===== config.mk =====
export PLATFORM = sky130hd
export DESIGN_NAME = breakout_game_ctrl_flat
export DESIGN_NICKNAME = d
export VERILOG_FILES = /design/src/rtl/breakout_game_ctrl_if.sv /design/src/rtl/breakout_game_ctrl.sv /design/src/flat_wrapper.sv
export SDC_FILE = /design/constraint.sdc
export NUM_CORES = 1
export LEC_CHECK = 0
export ABC_CLOCK_PERIOD_IN_PS = 5900
export BUFFER_PORTS_ARGS = -buffer_cell sky130_fd_sc_hd__buf_2
export CAP_MARGIN = 20
export CORE_MARGIN = 5
export CORE_UTILIZATION = 55
export DETAILED_ROUTE_END_ITERATION = 16
export PLACE_DENSITY = 0.75
export SKIP_CTS_REPAIR_TIMING = 1
export SLEW_MARGIN = 20
export SYNTH_ARGS = -nofsm -noshare
export SYNTH_HDL_FRONTEND = slang
export SYNTH_SLANG_ARGS = --single-unit

===== constraint.sdc =====
create_clock -name clk -period 5.9 [get_ports clk]
set_clock_uncertainty 0.05 [all_clocks]
set_input_delay 0.59 -clock clk [delete_from_list [all_inputs] [get_ports clk]]
set_output_delay 0.59 -clock clk [all_outputs]
set_load 0.02 [all_outputs]

===== src/rtl/breakout_game_ctrl_if.sv =====
// Signal bundle between the keypad/graph side and the breakout game sequencer.
// The master modport belongs to the side that produces keypad and graph events.
interface breakout_game_ctrl_if;
  logic        key_ready;
  logic [4:0]  key_code;
  logic        hit;
  logic        miss;
  logic        all_clear;
  logic [1:0]  state;
  logic        gra_still;
  logic        ball_reset;
  logic [2:0]  balls_left;
  logic [15:0] score;
  logic        win;
  logic        busy;

  modport master (
    output key_ready, key_code, hit, miss, all_clear,
    input  state, gra_still, ball_reset, balls_left, score, win, busy
  );

  modport slave (
    input  key_ready, key_code, hit, miss, all_clear,
    output state, gra_still, ball_reset, balls_left, score, win, busy
  );
endinterface


===== src/rtl/breakout_game_ctrl.sv =====
// Breakout game sequencer: run/freeze control, ball serving, lives and BCD score.
// All outputs are registered and reflect the new state on the transition edge.
module breakout_game_ctrl #(
  parameter int unsigned          LIVES     = 3,
  parameter logic [4:0]           START_KEY = 5'h10,
  parameter int unsigned          DELAY_W   = 28,
  parameter logic [DELAY_W-1:0]   DELAY     = DELAY_W'(200_000_000)
) (
  input  logic                  clk,
  input  logic                  rstn,
  breakout_game_ctrl_if.slave   bus
);
  localparam logic [1:0] ST_NEWGAME = 2'b00;
  localparam logic [1:0] ST_PLAY    = 2'b01;
  localparam logic [1:0] ST_NEWBALL = 2'b10;
  localparam logic [1:0] ST_OVER    = 2'b11;

  localparam logic [2:0] C_LIVES = 3'(LIVES);

  logic [1:0]         r_state;
  logic               r_still;
  logic               r_ball_reset;
  logic [2:0]         r_balls;
  logic [15:0]        r_score;
  logic               r_win;
  logic               r_busy;
  logic [DELAY_W-1:0] r_timer;
  logic               r_key_prev;

  logic               w_start_evt;
  logic [1:0]         w_state_nxt;
  logic               w_still_nxt;
  logic               w_ball_reset_nxt;
  logic [2:0]         w_balls_nxt;
  logic [15:0]        w_score_nxt;
  logic               w_win_nxt;
  logic [DELAY_W-1:0] w_timer_nxt;

  // Four-digit BCD increment with ripple carry, saturating at 9999.
  function automatic logic [15:0] f_bcd_inc(input logic [15:0] v);
    logic [15:0] res;
    logic        carry;
    res   = v;
    carry = 1'b1;
    if (v == 16'h9999) return v;
    for (int unsigned i = 0; i < 4; i++) begin
      if (carry) begin
        if (res[i*4 +: 4] == 4'd9) begin
          res[i*4 +: 4] = '0;
        end else begin
          res[i*4 +: 4] = res[i*4 +: 4] + 4'd1;
          carry         = 1'b0;
        end
      end
    end
    return res;
  endfunction

  assign w_start_evt = bus.key_ready & ~r_key_prev & (bus.key_code == START_KEY);

  always_comb begin
    w_state_nxt      = r_state;
    w_still_nxt      = r_still;
    w_ball_reset_nxt = 1'b0;
    w_balls_nxt      = r_balls;
    w_score_nxt      = r_score;
    w_win_nxt        = r_win;
    w_timer_nxt      = r_timer;
    case (r_state)
      ST_NEWGAME: begin
        w_still_nxt = 1'b1;
        if (w_start_evt) begin
          w_state_nxt = ST_PLAY;
          w_still_nxt = 1'b0;
        end
      end
      ST_PLAY: begin
        w_still_nxt = 1'b0;
        if (bus.hit) w_score_nxt = f_bcd_inc(r_score);
        // all_clear outranks a same-cycle miss: lives stay untouched on a win
        if (bus.all_clear) begin
          w_state_nxt = ST_OVER;
          w_win_nxt   = 1'b1;
          w_timer_nxt = DELAY;
          w_still_nxt = 1'b1;
        end else if (bus.miss) begin
          w_timer_nxt = DELAY;
          w_still_nxt = 1'b1;
          if (r_balls == 3'd1) begin
            w_state_nxt = ST_OVER;
            w_balls_nxt = '0;
            w_win_nxt   = 1'b0;
          end else begin
            w_state_nxt      = ST_NEWBALL;
            w_balls_nxt      = r_balls - 3'd1;
            w_ball_reset_nxt = 1'b1;
          end
        end
      end
      ST_NEWBALL: begin
        w_still_nxt = 1'b1;
        if (r_timer != '0) begin
          w_timer_nxt = r_timer - DELAY_W'(1);
        end else if (w_start_evt) begin
          w_state_nxt = ST_PLAY;
          w_still_nxt = 1'b0;
        end
      end
      default: begin
        w_still_nxt = 1'b1;
        if (r_timer != '0) begin
          w_timer_nxt = r_timer - DELAY_W'(1);
        end else if (w_start_evt) begin
          w_state_nxt      = ST_NEWGAME;
          w_score_nxt      = '0;
          w_balls_nxt      = C_LIVES;
          w_win_nxt        = 1'b0;
          w_ball_reset_nxt = 1'b1;
        end
      end
    endcase
  end

  // key_prev resets high so a key held through reset is not taken as a press.
  always_ff @(posedge clk or negedge rstn) begin
    if (!rstn) begin
      r_state      <= ST_NEWGAME;
      r_still      <= 1'b1;
      r_ball_reset <= 1'b0;
      r_balls      <= C_LIVES;
      r_score      <= '0;
      r_win        <= 1'b0;
      r_busy       <= 1'b0;
      r_timer      <= '0;
      r_key_prev   <= 1'b1;
    end else begin
      r_state      <= w_state_nxt;
      r_still      <= w_still_nxt;
      r_ball_reset <= w_ball_reset_nxt;
      r_balls      <= w_balls_nxt;
      r_score      <= w_score_nxt;
      r_win        <= w_win_nxt;
      r_busy       <= (w_timer_nxt != '0);
      r_timer      <= w_timer_nxt;
      r_key_prev   <= bus.key_ready;
    end
  end

  assign bus.state      = r_state;
  assign bus.gra_still  = r_still;
  assign bus.ball_reset = r_ball_reset;
  assign bus.balls_left = r_balls;
  assign bus.score      = r_score;
  assign bus.win        = r_win;
  assign bus.busy       = r_busy;
endmodule


===== src/flat_wrapper.sv =====
// flat-port wrapper written by rule: the top's interface ports become plain ports
module breakout_game_ctrl_flat 
#(
  parameter int unsigned          LIVES     = 3,
  parameter logic [4:0]           START_KEY = 5'h10,
  parameter int unsigned          DELAY_W   = 28,
  parameter logic [DELAY_W-1:0]   DELAY     = DELAY_W'(200_000_000)
)
  (clk, rstn, bus_key_ready, bus_key_code, bus_hit, bus_miss, bus_all_clear, bus_state, bus_gra_still, bus_ball_reset, bus_balls_left, bus_score, bus_win, bus_busy);
  breakout_game_ctrl_if bus_i ();
  input  logic clk;
  input  logic rstn;
  input wire logic [$bits(bus_i.key_ready)-1:0] bus_key_ready;
  input wire logic [$bits(bus_i.key_code)-1:0] bus_key_code;
  input wire logic [$bits(bus_i.hit)-1:0] bus_hit;
  input wire logic [$bits(bus_i.miss)-1:0] bus_miss;
  input wire logic [$bits(bus_i.all_clear)-1:0] bus_all_clear;
  output wire logic [$bits(bus_i.state)-1:0] bus_state;
  output wire logic [$bits(bus_i.gra_still)-1:0] bus_gra_still;
  output wire logic [$bits(bus_i.ball_reset)-1:0] bus_ball_reset;
  output wire logic [$bits(bus_i.balls_left)-1:0] bus_balls_left;
  output wire logic [$bits(bus_i.score)-1:0] bus_score;
  output wire logic [$bits(bus_i.win)-1:0] bus_win;
  output wire logic [$bits(bus_i.busy)-1:0] bus_busy;
  assign bus_i.key_ready = bus_key_ready;
  assign bus_i.key_code = bus_key_code;
  assign bus_i.hit = bus_hit;
  assign bus_i.miss = bus_miss;
  assign bus_i.all_clear = bus_all_clear;
  assign bus_state = bus_i.state;
  assign bus_gra_still = bus_i.gra_still;
  assign bus_ball_reset = bus_i.ball_reset;
  assign bus_balls_left = bus_i.balls_left;
  assign bus_score = bus_i.score;
  assign bus_win = bus_i.win;
  assign bus_busy = bus_i.busy;
  breakout_game_ctrl #(.LIVES(LIVES), .START_KEY(START_KEY), .DELAY_W(DELAY_W), .DELAY(DELAY)) u_core (.clk(clk), .rstn(rstn), .bus(bus_i));
endmodule

Word-level counts from Yosys, hierarchy flattened
Cells that the tools add are included.
{"block": "classes", "n_addsub": 6, "n_eq_ne": 21, "reduce_logical": 13, "bitwise": 4, "n_mux": 64}
{"cell": "$mux 28", "count": 3}
{"cell": "$mux 16", "count": 4}
{"cell": "$pmux 28 s2", "count": 1}
{"cell": "$reduce_bool 28->1", "count": 2}
{"cell": "$mux 1", "count": 32}
{"cell": "$pmux 16 s2", "count": 1}
{"cell": "$mux 4", "count": 7}
{"cell": "$sub 28x1->28 const B", "count": 1}
{"cell": "$reduce_and 6->1", "count": 3}
{"cell": "$add 4x1->4 const B", "count": 4}
{"cell": "$eq 16x16->1 const B", "count": 1}
{"cell": "$eq 4x4->1 const B", "count": 4}
{"cell": "$mux 3", "count": 5}
{"cell": "$reduce_and 5->1", "count": 3}
{"cell": "$mux 2", "count": 6}
{"cell": "$ne 2x2->1 const B", "count": 5}
{"cell": "$ne 3x1->1 const B", "count": 3}
{"cell": "$ne 3x3->1 const B", "count": 3}
{"cell": "$pmux 2 s3", "count": 1}
{"cell": "$pmux 3 s2", "count": 1}
{"cell": "$eq 5x5->1 const B", "count": 1}
{"cell": "$pmux 1 s2", "count": 2}
{"cell": "$reduce_and 4->1", "count": 1}
{"cell": "$reduce_bool 4->1", "count": 1}
{"cell": "other kinds (11)", "count": 13}
{"block": "word_totals", "reg_bits": 54, "inputBits": 11, "elab_cells": 120, "out_inout_bits": 25}

Depth between registers and ports, before layout
Gate-level depths: netlist of the first run.
{"block": "depth", "word_depth": 19, "depth_mapped": 10, "ltp_nobuf": 9}

Least setup slack after synthesis of the first run
OpenSTA, ideal clock, no wires.
{"block": "synth_path", "kind": "flip-flop to flip-flop", "start": "reg u_core.r_timer[5]", "end": "reg u_core.r_busy, in the netlist u_core.bus.busy", "path_slack_ns": 2.354, "period_less_slack_ns": 3.546, "n_path_buf": 1, "t_arrival_ns": 3.358, "t_required_ns": 5.711, "stages_incl_launch_ff": 9, "setup_ns": 0.139, "cell_sequence": "dfrtp_1 buf_2 nor3_1 nand4_1 a2111oi_0 xnor2_1 or4b_1 or4b_1 or4_1"}
{"block": "synth_between", "elab_chain_cells": 4, "word_cells_on_any_way": 7, "cone_classes": "add/sub (1); mux (4); reduce/logical (2)"}
{"item": "from (decl)", "line": "breakout_game_ctrl.sv:27", "source": "logic [DELAY_W-1:0] r_timer;"}
{"item": "from (signal assigned)", "line": "breakout_game_ctrl.sv:144", "source": "r_timer <= w_timer_nxt;"}
{"item": "$sub 28x1->28, or another cell as far along", "line": "breakout_game_ctrl.sv:103, breakout_game_ctrl.sv:112"}
{"item": "$mux 28, on equally long branches", "line": "breakout_game_ctrl.sv:102, breakout_game_ctrl.sv:111, breakout_game_ctrl.sv:81"}
{"item": "$pmux 28 s2 (*)", "line": "breakout_game_ctrl.sv:69", "source": "case (r_state)"}
{"item": "$reduce_bool 28->1 (*)", "line": "breakout_game_ctrl.sv:143", "source": "r_busy <= (w_timer_nxt != '0);"}
{"item": "to (signal assigned)", "line": "breakout_game_ctrl.sv:143"}
{"item": "to (decl)", "line": "breakout_game_ctrl.sv:26", "source": "logic r_busy;"}
Mark *: on every way between the ends. The rest lies on a longest branch, timed or not.
A chain may end at the register's enable or synchronous reset.

Final worst setup path of the first run
{"block": "layout_path", "start": "reg u_core.r_timer[0]", "end": "reg u_core.r_busy, in the netlist u_core.bus.busy"}
The elaborated chain is that of the path after synthesis.

==> qor.txt, run 1 <==
post-layout net count -> 404
Peak VDD IR -> 183 uV
global-route wire length before repair -> 12.7 mm
Worst-Skew Late Latency -> 0.31 ns
H-tree depth -> 2
Lkg Pwr -> 1.41 nW
CTS Root Cell -> clkbuf_8
DP HPWL -> 5.44 mm
Slew Limit Headroom -> 0.381
number of fill cells -> 489
Inserted Diodes -> 0
Req. time, crit path -> 6.04 ns
most common flop cell mapped by yosys -> dfrtp_1
core area -> 0.00557 mm^2
full die area -> 0.00743 mm^2
Fmax -> 242 MHz
CTS buffer count -> 5
largest net degree at the start of global routing -> 55
Post-synth EDFFs -> 0
First-pass DRT Iterations -> 5
gr ovfl total -> 0
IO Port Bufs -> 35
endpoints failing setup -> 0
xor/xnor share of the synthesized area -> 0.0302
status -> finished clean
Yosys cell types -> 57
Tot GR Track Use -> 0.210
Synth Area in Adders -> 0.0470
vias in the first global route -> 2,649
Chip Width -> 86.2 um
Final Hold Viols -> 0
syn_nets -> 367
number of max-slew violations in the final report -> 0
layout cells sized above 1 -> 0.165
clock buffer depth -> 2
Detailed Route WL -> 7.54 mm
drt drc -> 0
Hold WC Path Type -> in2async
Synth Register Bits -> 54
CP Capture Type -> flip-flop
RSZ-0062 raised after global routing -> no
1st-iter DRT viols -> 240
RePlAce Congestion -> 0.960
CTS Sinks -> 54
Tcrit/Tclk final -> 0.702
TritonCTS clock tree -> built
Critical R2R Launch -> u_core.r_timer[0]$_DFF_PN0_
Simple-Gate Fraction of Synth Area -> 0.289
post-synthesis mux area share -> 0.0157
Area contributors post-synth -> dfrtp_1 (39%), ha_1 (4.7%), nand2_1 (4.5%)
number of vias per cell -> 6.31
Post-synth top cells -> dfrtp_1 (50), nand2_1 (38), nor2_1 (22), o21ai_0 (22), nand3_1 (19)
post-synth top area share -> 0.392
worst reg2reg path depth -> 7
sequential share of the synthesized area -> 0.425
Area Overhead vs Synth -> 11.7%
Mean Syn Cell Area -> 9.29 um^2
# rows -> 27
Antenna Nets Post-Route -> 0
area leader, netlist -> dfrtp_1
worst hold slack -> 0.336 ns
PwrDens -> 342 mW/mm^2
startpoint type of the worst setup path -> flip-flop
top-count cell post-synth -> dfrtp_1
Max Cap Viol -> 0
Synth Area in Compound Gates -> 0.164
Initial Util -> 0.573
asr flop ratio synth -> 1.00
die height -> 86.2 um
gate count of the mapped netlist -> 344
main combinational cell family by area after synthesis -> simple AND/OR/NAND/NOR gates
DR vias -> 2,863
Cell Area, Synth -> 0.00319 mm^2
critical path class -> reg2reg
Max FO, Critical Path -> 8
number of top-level pins -> 36
crit path DAT -> 4.28 ns
end of the worst register-to-register path -> u_core.bus.busy$_DFF_PN0_
Final TNS setup -> 0 ns
Slew @ Worst Pin -> 0.921 ns
routed len/inst -> 16.6 um
Clk pin slew, worst setup/hold paths -> 0.10 ns
Worst R2R Setup Slack -> 1.76 ns
fin crit period -> 4.14 ns
Synthesis Warnings -> 0
initial antenna violation count -> 0
-- layer usage --
metal | global-route usage | vias up | wire [um]
met5 | 0 | - | 0
met4 | 0.0708 | 0 | 127
met3 | 0.0399 | 16 | 497
met2 | 0.334 | 110 | 3550
met1 | 0.289 | 1377 | 3360
li1 | - | 1360 | -
-- state kept, by name (all words and copies together), names as in the netlist --
name / count
u_core.bus.ball_reset: 1
u_core.bus.win: 1
u_core.bus.gra_still: 1
u_core.bus.score: 16
u_core.r_key_prev: 1
u_core.bus.state: 2
u_core.bus.balls_left: 3
u_core.bus.busy: 1
u_core.r_timer: 28
-- cells in the final DEF, fill, tap and decap left out, types with 4 or more instances in the layout --
cell type  count
and3_1         5
o21ai_0       22
or4_1          4
or3_1          5
o31ai_1        9
dfstp_2        4
a21oi_1        6
nor2b_1        5
nor3_1        14
dfrtp_1       50
xnor2_1        9
nand2_1       38
inv_1         13
nand3b_1       4
nand4_1        9
nor4_1        11
buf_2         35
a31oi_1        4
ha_1          12
nand3_1       19
o41ai_1        7
or2_2          4
nor2_1        22
clkbuf_8       5
nor4b_1        4
buf_4          6
mux2i_1        5
-- how the worst max path moves through the flow --
stage	end	depth (start not counted)	start	slack (ns)
2_1_floorplan	u_core.bus.busy$_DFF_PN0_	8	u_core.r_timer[5]$_DFF_PN0_	2.35
3_3_place_gp	u_core.bus.busy$_DFF_PN0_	7	u_core.r_timer[0]$_DFF_PN0_	1.94
3_5_place_dp	u_core.bus.busy$_DFF_PN0_	7	u_core.r_timer[0]$_DFF_PN0_	1.85
4_1_cts	u_core.bus.busy$_DFF_PN0_	7	u_core.r_timer[0]$_DFF_PN0_	1.83
5_1_grt	u_core.bus.busy$_DFF_PN0_	7	u_core.r_timer[4]$_DFF_PN0_	1.57
6_report	u_core.bus.busy$_DFF_PN0_	7	u_core.r_timer[0]$_DFF_PN0_	1.76
-- power by group --
group	switching (mW)	internal, mW
logic	0.242	0.161
registers	0.123	0.443
clock network	0.124	0.127
total	0.488	0.731
-- per-stage QoR --
| step | cell area, um^2 | power [mW] | std cells | utilization | setup slack [ns] |
|---|---|---|---|---|---|
| floorplan | 3190 | 0.839 | 344 | - | 2.35 |
| global placement | 3460 | 0.955 | 446 | 0.620 | 1.94 |
| detailed placement | 3460 | 0.968 | 446 | 0.620 | 1.85 |
| CTS | 3570 | 1.22 | 454 | 0.640 | 1.83 |
| global route | 3570 | 1.30 | 454 | 0.640 | 1.57 |
| finish | 3570 | 1.22 | 454 | 0.640 | 1.76 |
-- cells by family after synthesis --
group / Yosys count
simple gates: 163
compound gates: 75
flops: 54
buf+inv: 24
fa+ha+maj: 12
xor+xnor: 11
mux: 5
-- cell type report --
cell class	count	area (um^2)	share of cell area
multi-input combinational	266	1740	0.488
timing repair buffer	41	220	0.0617
clock inverter	2	37.5	0.0105
clock buffer	6	72.6	0.0203
tap	72	90.1	0.0253
inverter	13	48.8	0.0137
sequential	54	1360	0.380
-- critical path: stages, from the launching register on --
cell and delay [ns]:
dfrtp_1 0.48, nor4_1 0.62, nand4_1 0.48, a2111oi_0 0.89
xnor2_1 0.22, or4b_1 0.44, or4b_1 0.45, or4_1 0.40
Power figures use the tool's default switching activity.
==> run 2, diff against run 1 <==
--- a/config.mk
+++ b/config.mk
@@ -5,7 +5,7 @@
 export SDC_FILE = /design/constraint.sdc
 export NUM_CORES = 1
 export LEC_CHECK = 0
-export ABC_CLOCK_PERIOD_IN_PS = 5900
+export ABC_CLOCK_PERIOD_IN_PS = 4000
 export BUFFER_PORTS_ARGS = -buffer_cell sky130_fd_sc_hd__buf_2
 export CAP_MARGIN = 20
 export CORE_MARGIN = 5
==> constraint.sdc (replaced) <==
create_clock -name clk -period 4 [get_ports clk]
set_clock_uncertainty 0.05 [all_clocks]
set_input_delay 0.4 -clock clk [delete_from_list [all_inputs] [get_ports clk]]
set_output_delay 0.4 -clock clk [all_outputs]
set_load 0.02 [all_outputs]
==> run 2 against run 1 <==
Utilization rose by 0.81 points. Non-clock buffer count grew 6. Wire length rose by 2.1%. Final cell count up 1.3%. Clock-buffer cell count is the same. Setup slack worse by 1.2 ns. Critical path type unchanged.
==> qor.txt, run 2 (same netlist as run 1, synthesis figures left out) <==
status -> finished clean
startpoint type of the worst setup path -> flip-flop
drt drc -> 0 (unchanged)
clock share of power -> 0.202 (-0.003)
Final TNS setup -> 0 ns (unchanged)
crit-path max cell delay -> 0.50 ns (-0.39 ns)
TritonCTS clock tree -> built
RePlAce Congestion -> 0.947 (-1.4%)
Net Sw Power -> 0.732 mW (+50%)
cells along the critical path -> inv_1 -> ha_1 -> nor4bb_1 -> nand4_4 -> a2111oi_4 -> mux2i_1 -> or4b_1 -> or4b_1 -> or4_1
core area -> 0.00557 mm^2 (unchanged)
Sequential Power Share -> 0.447 (-0.018)
post-layout net count -> 410 (+1.5%)
Tot GR Track Use -> 0.224 (+0.0140)
Max Cap Viol -> 0 (unchanged)
leading cell type in the layout, fill and taps excluded -> dfrtp_1
CP bufs+invs -> 1 (+1)
most frequent cells in the layout -> dfrtp_1 (50), nand2_1 (38), buf_2 (35), nor2_1 (22), o21ai_0 (22)
Initial Util -> 0.573 (unchanged)
Clk pin slew, worst setup/hold paths -> 0.10 ns (about the same)
Biggest register -> u_core.r_timer
Final Hold Viols -> 0 (unchanged)
Max FO, Critical Path -> 8 (unchanged)
largest net degree at the start of global routing -> 55 (unchanged)
Largest register FFs -> 28 (unchanged)
CTS buffer count -> 5 (unchanged)
1st-iter DRT viols -> 169 (-30%)
IO Port Bufs -> 35 (unchanged)
Switching Share -> 0.402 (+0.00114)
global-route wire length before repair -> 13.3 mm (+4.7%)
gr ovfl total -> 0 (unchanged)
number of max-slew violations in the final report -> 0 (unchanged)
combinational share of power -> 0.351 (+0.021)
Worst R2R Setup Slack -> 0.52 ns (-1.24 ns)
Slew @ Worst Pin -> 0.684 ns (-0.237 ns)
CP most frequent cell -> or4b_1
endpoints failing setup -> 0 (unchanged)
Req. time, crit path -> 4.14 ns (-1.90 ns)
CP Capture Type -> flip-flop
fin crit period -> 3.48 ns (-0.660 ns)
critical path class -> reg2reg
CTS Root Cell -> clkbuf_8
DP HPWL -> 5.70 mm (+4.8%)
PwrDens -> 505 mW/mm^2 (+48%)
routed len/inst -> 16.7 um (+0.80%)
H-tree depth -> 2 (unchanged)
Slew Limit Headroom -> 0.544 (+0.162)
cell internal pwr -> 1.09 mW (+49%)
slowest cell on the critical path -> or4b_1
DR vias -> 2,824 (-1.4%)
layout cells sized above 1 -> 0.178 (+0.0129)
die height -> 86.2 um (unchanged)
Area Overhead vs Synth -> 13.1%
number of vias per cell -> 6.14 (-2.6%)
crit path DAT -> 3.62 ns (-0.66 ns)
Tcrit/Tclk final -> 0.870 (+0.168)
Fmax -> 287 MHz (+19%)
full die area -> 0.00743 mm^2 (unchanged)
CTS Sinks -> 54 (unchanged)
initial antenna violation count -> 0 (unchanged)
post-route setup slack -> 0.520 ns (-1.24 ns)
First-pass DRT Iterations -> 5 (unchanged)
RSZ-0062 raised after global routing -> no
Placement Setup Slack -> 0.528 ns (-1.32 ns)
vias in the first global route -> 2,753 (+3.9%)
Chip Width -> 86.2 um (unchanged)
Inserted Diodes -> 0 (unchanged)
number of top-level pins -> 36 (unchanged)
Peak VDD IR -> 357 uV (+96%)
# rows -> 27 (unchanged)
Hold WC Path Type -> in2reg
Worst path top cell family by delay -> simple AND/OR/NAND/NOR gates
Antenna Nets Post-Route -> 0 (unchanged)
Lkg Pwr -> 1.44 nW (+2.1%)
clock buffer depth -> 2 (unchanged)
Detailed Route WL -> 7.70 mm (+2.1%)
worst hold slack -> 0.145 ns (-0.191 ns)
Worst-Skew Late Latency -> 0.31 ns (about the same)
run 2: layer usage:
metal  global-route usage  wire [um]
met4               0.0949        223
met3               0.0342        377
met1                0.303       3490
met5                    0          0
met2                0.359       3610
run 2: metrics by stage:
stage          utilization  power [mW]  area [um^2]  instances
2_1_floorplan            -        1.24         3190        344
3_3_place_gp         0.628        1.43         3500        452
3_5_place_dp         0.628        1.46         3500        452
4_1_cts              0.648        1.83         3610        460
5_1_grt              0.648        1.95         3610        460
6_report             0.648        1.82         3610        460
run 2: layout make-up:
cell class                 instances  area [um^2]
tap                               72         90.1
fill                             462         1960
sequential                        54         1360
clock inverter                     2         37.5
multi-input combinational        266         1740
timing repair buffer              47          265
clock buffer                       6         72.6
inverter                          13         48.8
run 2: worst reg2reg max path: cells and delay by family, from the launching register on:
family / cells / cell delay, ns
AOI/OAI and AO/OA: 1 / 0.39
adders and majority gates: 1 / 0.18
muxes: 1 / 0.13
buffers and inverters: 1 / 0.11
DFF: 1 / 0.46
and+or+nand+nor: 5 / 2.03
run 2: power by group through the flow:
stage	combinational [mW]	sequential [mW]	clock (mW)
after floorplan	0.420	0.818	0
after global placement	0.616	0.816	0
after detailed placement	0.634	0.821	0
after CTS	0.637	0.811	0.380
after global routing	0.711	0.833	0.402
final	0.639	0.816	0.368
run 2: final timing paths:
check / cells past startpoint / from / endpoint
max: 9 / u_core.r_timer[0]$_DFF_PN0_ / u_core.bus.busy$_DFF_PN0_
min: 1 / bus_key_ready / u_core.r_key_prev$_DFF_PN1_
max reg2reg: 9 / u_core.r_timer[0]$_DFF_PN0_ / u_core.bus.busy$_DFF_PN0_
min reg2reg: 1 / u_core.bus.score[7]$_DFFE_PN0P_ / u_core.bus.score[7]$_DFFE_PN0P_
max in group asynchronous: 2 / rstn / u_core.r_timer[9]$_DFF_PN0_
min in group asynchronous: 2 / rstn / u_core.bus.score[10]$_DFFE_PN0P_
==> run 3, diff against run 2 <==
--- a/config.mk
+++ b/config.mk
@@ -10,6 +10,7 @@
 export CAP_MARGIN = 20
 export CORE_MARGIN = 5
 export CORE_UTILIZATION = 55
+export CTS_BUF_LIST = sky130_fd_sc_hd__clkbuf_16
 export DETAILED_ROUTE_END_ITERATION = 16
 export PLACE_DENSITY = 0.75
 export SKIP_CTS_REPAIR_TIMING = 1
==> run 3 against run 2 <==
Critical path depth fell by 1. Critical endpoint unchanged. Final cell count is the same. Combinational power about the same. Critical path type unchanged. Global-route usage fell by 0.060 points. Sequential share of layout area is 0.58 points lower. Largest cell class unchanged. Via count grew 0.18%.
==> qor.txt, run 3 (same netlist as run 1, synthesis figures left out) <==
Peak VDD IR -> 372 uV (+4.1%)
Detailed Route WL -> 7.71 mm (about the same)
Inserted Diodes -> 0 (unchanged)
crit-path max cell delay -> 0.55 ns (+0.05 ns)
Final Hold Viols -> 0 (unchanged)
Max FO, Critical Path -> 8 (unchanged)
post-layout net count -> 410 (unchanged)
Hold WC Path Type -> in2reg
RePlAce Congestion -> 0.947 (unchanged)
critical path class -> reg2reg
slowest cell on the critical path -> nor3_1
Sequential Power Share -> 0.419 (-0.028)
most frequent cells in the layout -> dfrtp_1 (50), nand2_1 (38), buf_2 (35), nor2_1 (22), o21ai_0 (22)
Net Sw Power -> 0.748 mW (+2.1%)
clock buffer depth -> 2 (unchanged)
post-route setup slack -> 0.495 ns (-0.0252 ns)
Tcrit/Tclk final -> 0.876 (+0.00629)
worst hold slack -> 0.166 ns (+0.0212 ns)
Chip Width -> 86.2 um (unchanged)
number of top-level pins -> 36 (unchanged)
endpoints failing setup -> 0 (unchanged)
Slew @ Worst Pin -> 0.674 ns (-0.0103 ns)
IO Port Bufs -> 35 (unchanged)
Lkg Pwr -> 1.47 nW (+2.1%)
Final TNS setup -> 0 ns (unchanged)
Biggest register -> u_core.r_timer
clock share of power -> 0.254 (+0.052)
Largest register FFs -> 28 (unchanged)
CTS Root Cell -> clkbuf_16
DP HPWL -> 5.70 mm (unchanged)
CTS buffer count -> 5 (unchanged)
1st-iter DRT viols -> 170 (+0.59%)
cells along the critical path -> nor3_1 -> nand4_1 -> a2111oi_0 -> buf_4 -> xnor2_1 -> or4b_1 -> or4b_1 -> or4_1
DR vias -> 2,829 (+0.18%)
Area Overhead vs Synth -> 14.8%
initial antenna violation count -> 0 (unchanged)
routed len/inst -> 16.8 um (about the same)
layout cells sized above 1 -> 0.178 (unchanged)
drt drc -> 0 (unchanged)
Tot GR Track Use -> 0.223 (-0.000604)
vias in the first global route -> 2,753 (unchanged)
number of vias per cell -> 6.15 (+0.18%)
# rows -> 27 (unchanged)
status -> finished clean
H-tree depth -> 2 (unchanged)
Antenna Nets Post-Route -> 0 (unchanged)
Slew Limit Headroom -> 0.548 (+0.00382)
Initial Util -> 0.573 (unchanged)
Req. time, crit path -> 4.12 ns (-0.02 ns)
Switching Share -> 0.384 (-0.0173)
Worst-Skew Late Latency -> 0.29 ns (-0.02 ns)
First-pass DRT Iterations -> 4 (-1)
fin crit period -> 3.50 ns (+0.0252 ns)
RSZ-0062 raised after global routing -> no
cell internal pwr -> 1.20 mW (+9.8%)
Placement Setup Slack -> 0.528 ns (unchanged)
number of max-slew violations in the final report -> 0 (unchanged)
combinational share of power -> 0.327 (-0.024)
PwrDens -> 530 mW/mm^2 (+5.1%)
Design Area, Final -> 0.00367 mm^2 (+1.6%)
leading cell type in the layout, fill and taps excluded -> dfrtp_1
Max Cap Viol -> 0 (unchanged)
full die area -> 0.00743 mm^2 (unchanged)
largest net degree at the start of global routing -> 55 (unchanged)
CP Capture Type -> flip-flop
Post-DP Area -> 0.00350 mm^2 (unchanged)
CP most frequent cell -> or4b_1
global-route wire length before repair -> 13.2 mm (-0.31%)
gr ovfl total -> 0 (unchanged)
Fmax -> 285 MHz (-0.72%)
CTS Sinks -> 54 (unchanged)
core area -> 0.00557 mm^2 (unchanged)
Clk pin slew, worst setup/hold paths -> 0.07 ns (-0.03 ns)
TritonCTS clock tree -> built
crit path DAT -> 3.62 ns (about the same)
startpoint type of the worst setup path -> flip-flop
die height -> 86.2 um (unchanged)
-- run 3: changes by cell type in the layout (fill, tap and decap cells not counted) --
cell / change
clkbuf_8: -5
clkbuf_1: -1
clkbuf_16: +5
inv_1: +1
-- run 3: layout make-up --
cell class	count	area [um^2]
tap	72	90.1
multi-input combinational	266	1740
timing repair buffer	47	265
clock inverter	3	41.3
inverter	13	48.8
clock buffer	5	125
sequential	54	1360
fill	457	1910
-- run 3: critical path: cells and delay by family (launching register included) --
| kind | cells | cell delay, ns |
|---|---|---|
| simple gates | 5 | 2.07 |
| compound gates | 1 | 0.45 |
| xor+xnor | 1 | 0.13 |
| flops | 1 | 0.48 |
| buf+inv | 1 | 0.20 |
-- run 3: through the flow --
step,util,power [mW],cells
3_3_place_gp,0.628,1.43,452
5_1_grt,0.658,2.07,460
6_report,0.658,1.95,460
2_1_floorplan,-,1.24,344
4_1_cts,0.658,1.95,460
3_5_place_dp,0.628,1.46,452
-- run 3: path summary, 6_finish.rpt --
kind | from | endpoint | slack (ns) | cells past startpoint
max in group asynchronous | rstn | u_core.r_timer[0]$_DFF_PN0_ | 3.27 | 2
min in group asynchronous | rstn | u_core.bus.score[10]$_DFFE_PN0P_ | 0.18 | 2
min reg2reg | u_core.bus.score[7]$_DFFE_PN0P_ | u_core.bus.score[7]$_DFFE_PN0P_ | 0.45 | 1
min | bus_key_ready | u_core.r_key_prev$_DFF_PN1_ | 0.17 | 1
max reg2reg | u_core.r_timer[5]$_DFF_PN0_ | u_core.bus.busy$_DFF_PN0_ | 0.50 | 8
max | u_core.r_timer[5]$_DFF_PN0_ | u_core.bus.busy$_DFF_PN0_ | 0.50 | 8
-- run 3: routing by layer --
metal,vias to the layer above,global-route usage,wire [um]
met1,1352,0.302,3530
li1,1378,-,-
met3,20,0.0342,329
met4,0,0.0992,239
met5,-,0,0
met2,79,0.356,3610
-- run 3: power groups by stage --
| stage | combinational (mW) | clock, mW | sequential (mW) |
|---|---|---|---|
| after floorplan | 0.420 | 0 | 0.818 |
| after global placement | 0.616 | 0 | 0.816 |
| after detailed placement | 0.634 | 0 | 0.821 |
| after CTS | 0.635 | 0.503 | 0.811 |
| after global routing | 0.708 | 0.526 | 0.833 |
| final | 0.636 | 0.494 | 0.816 |
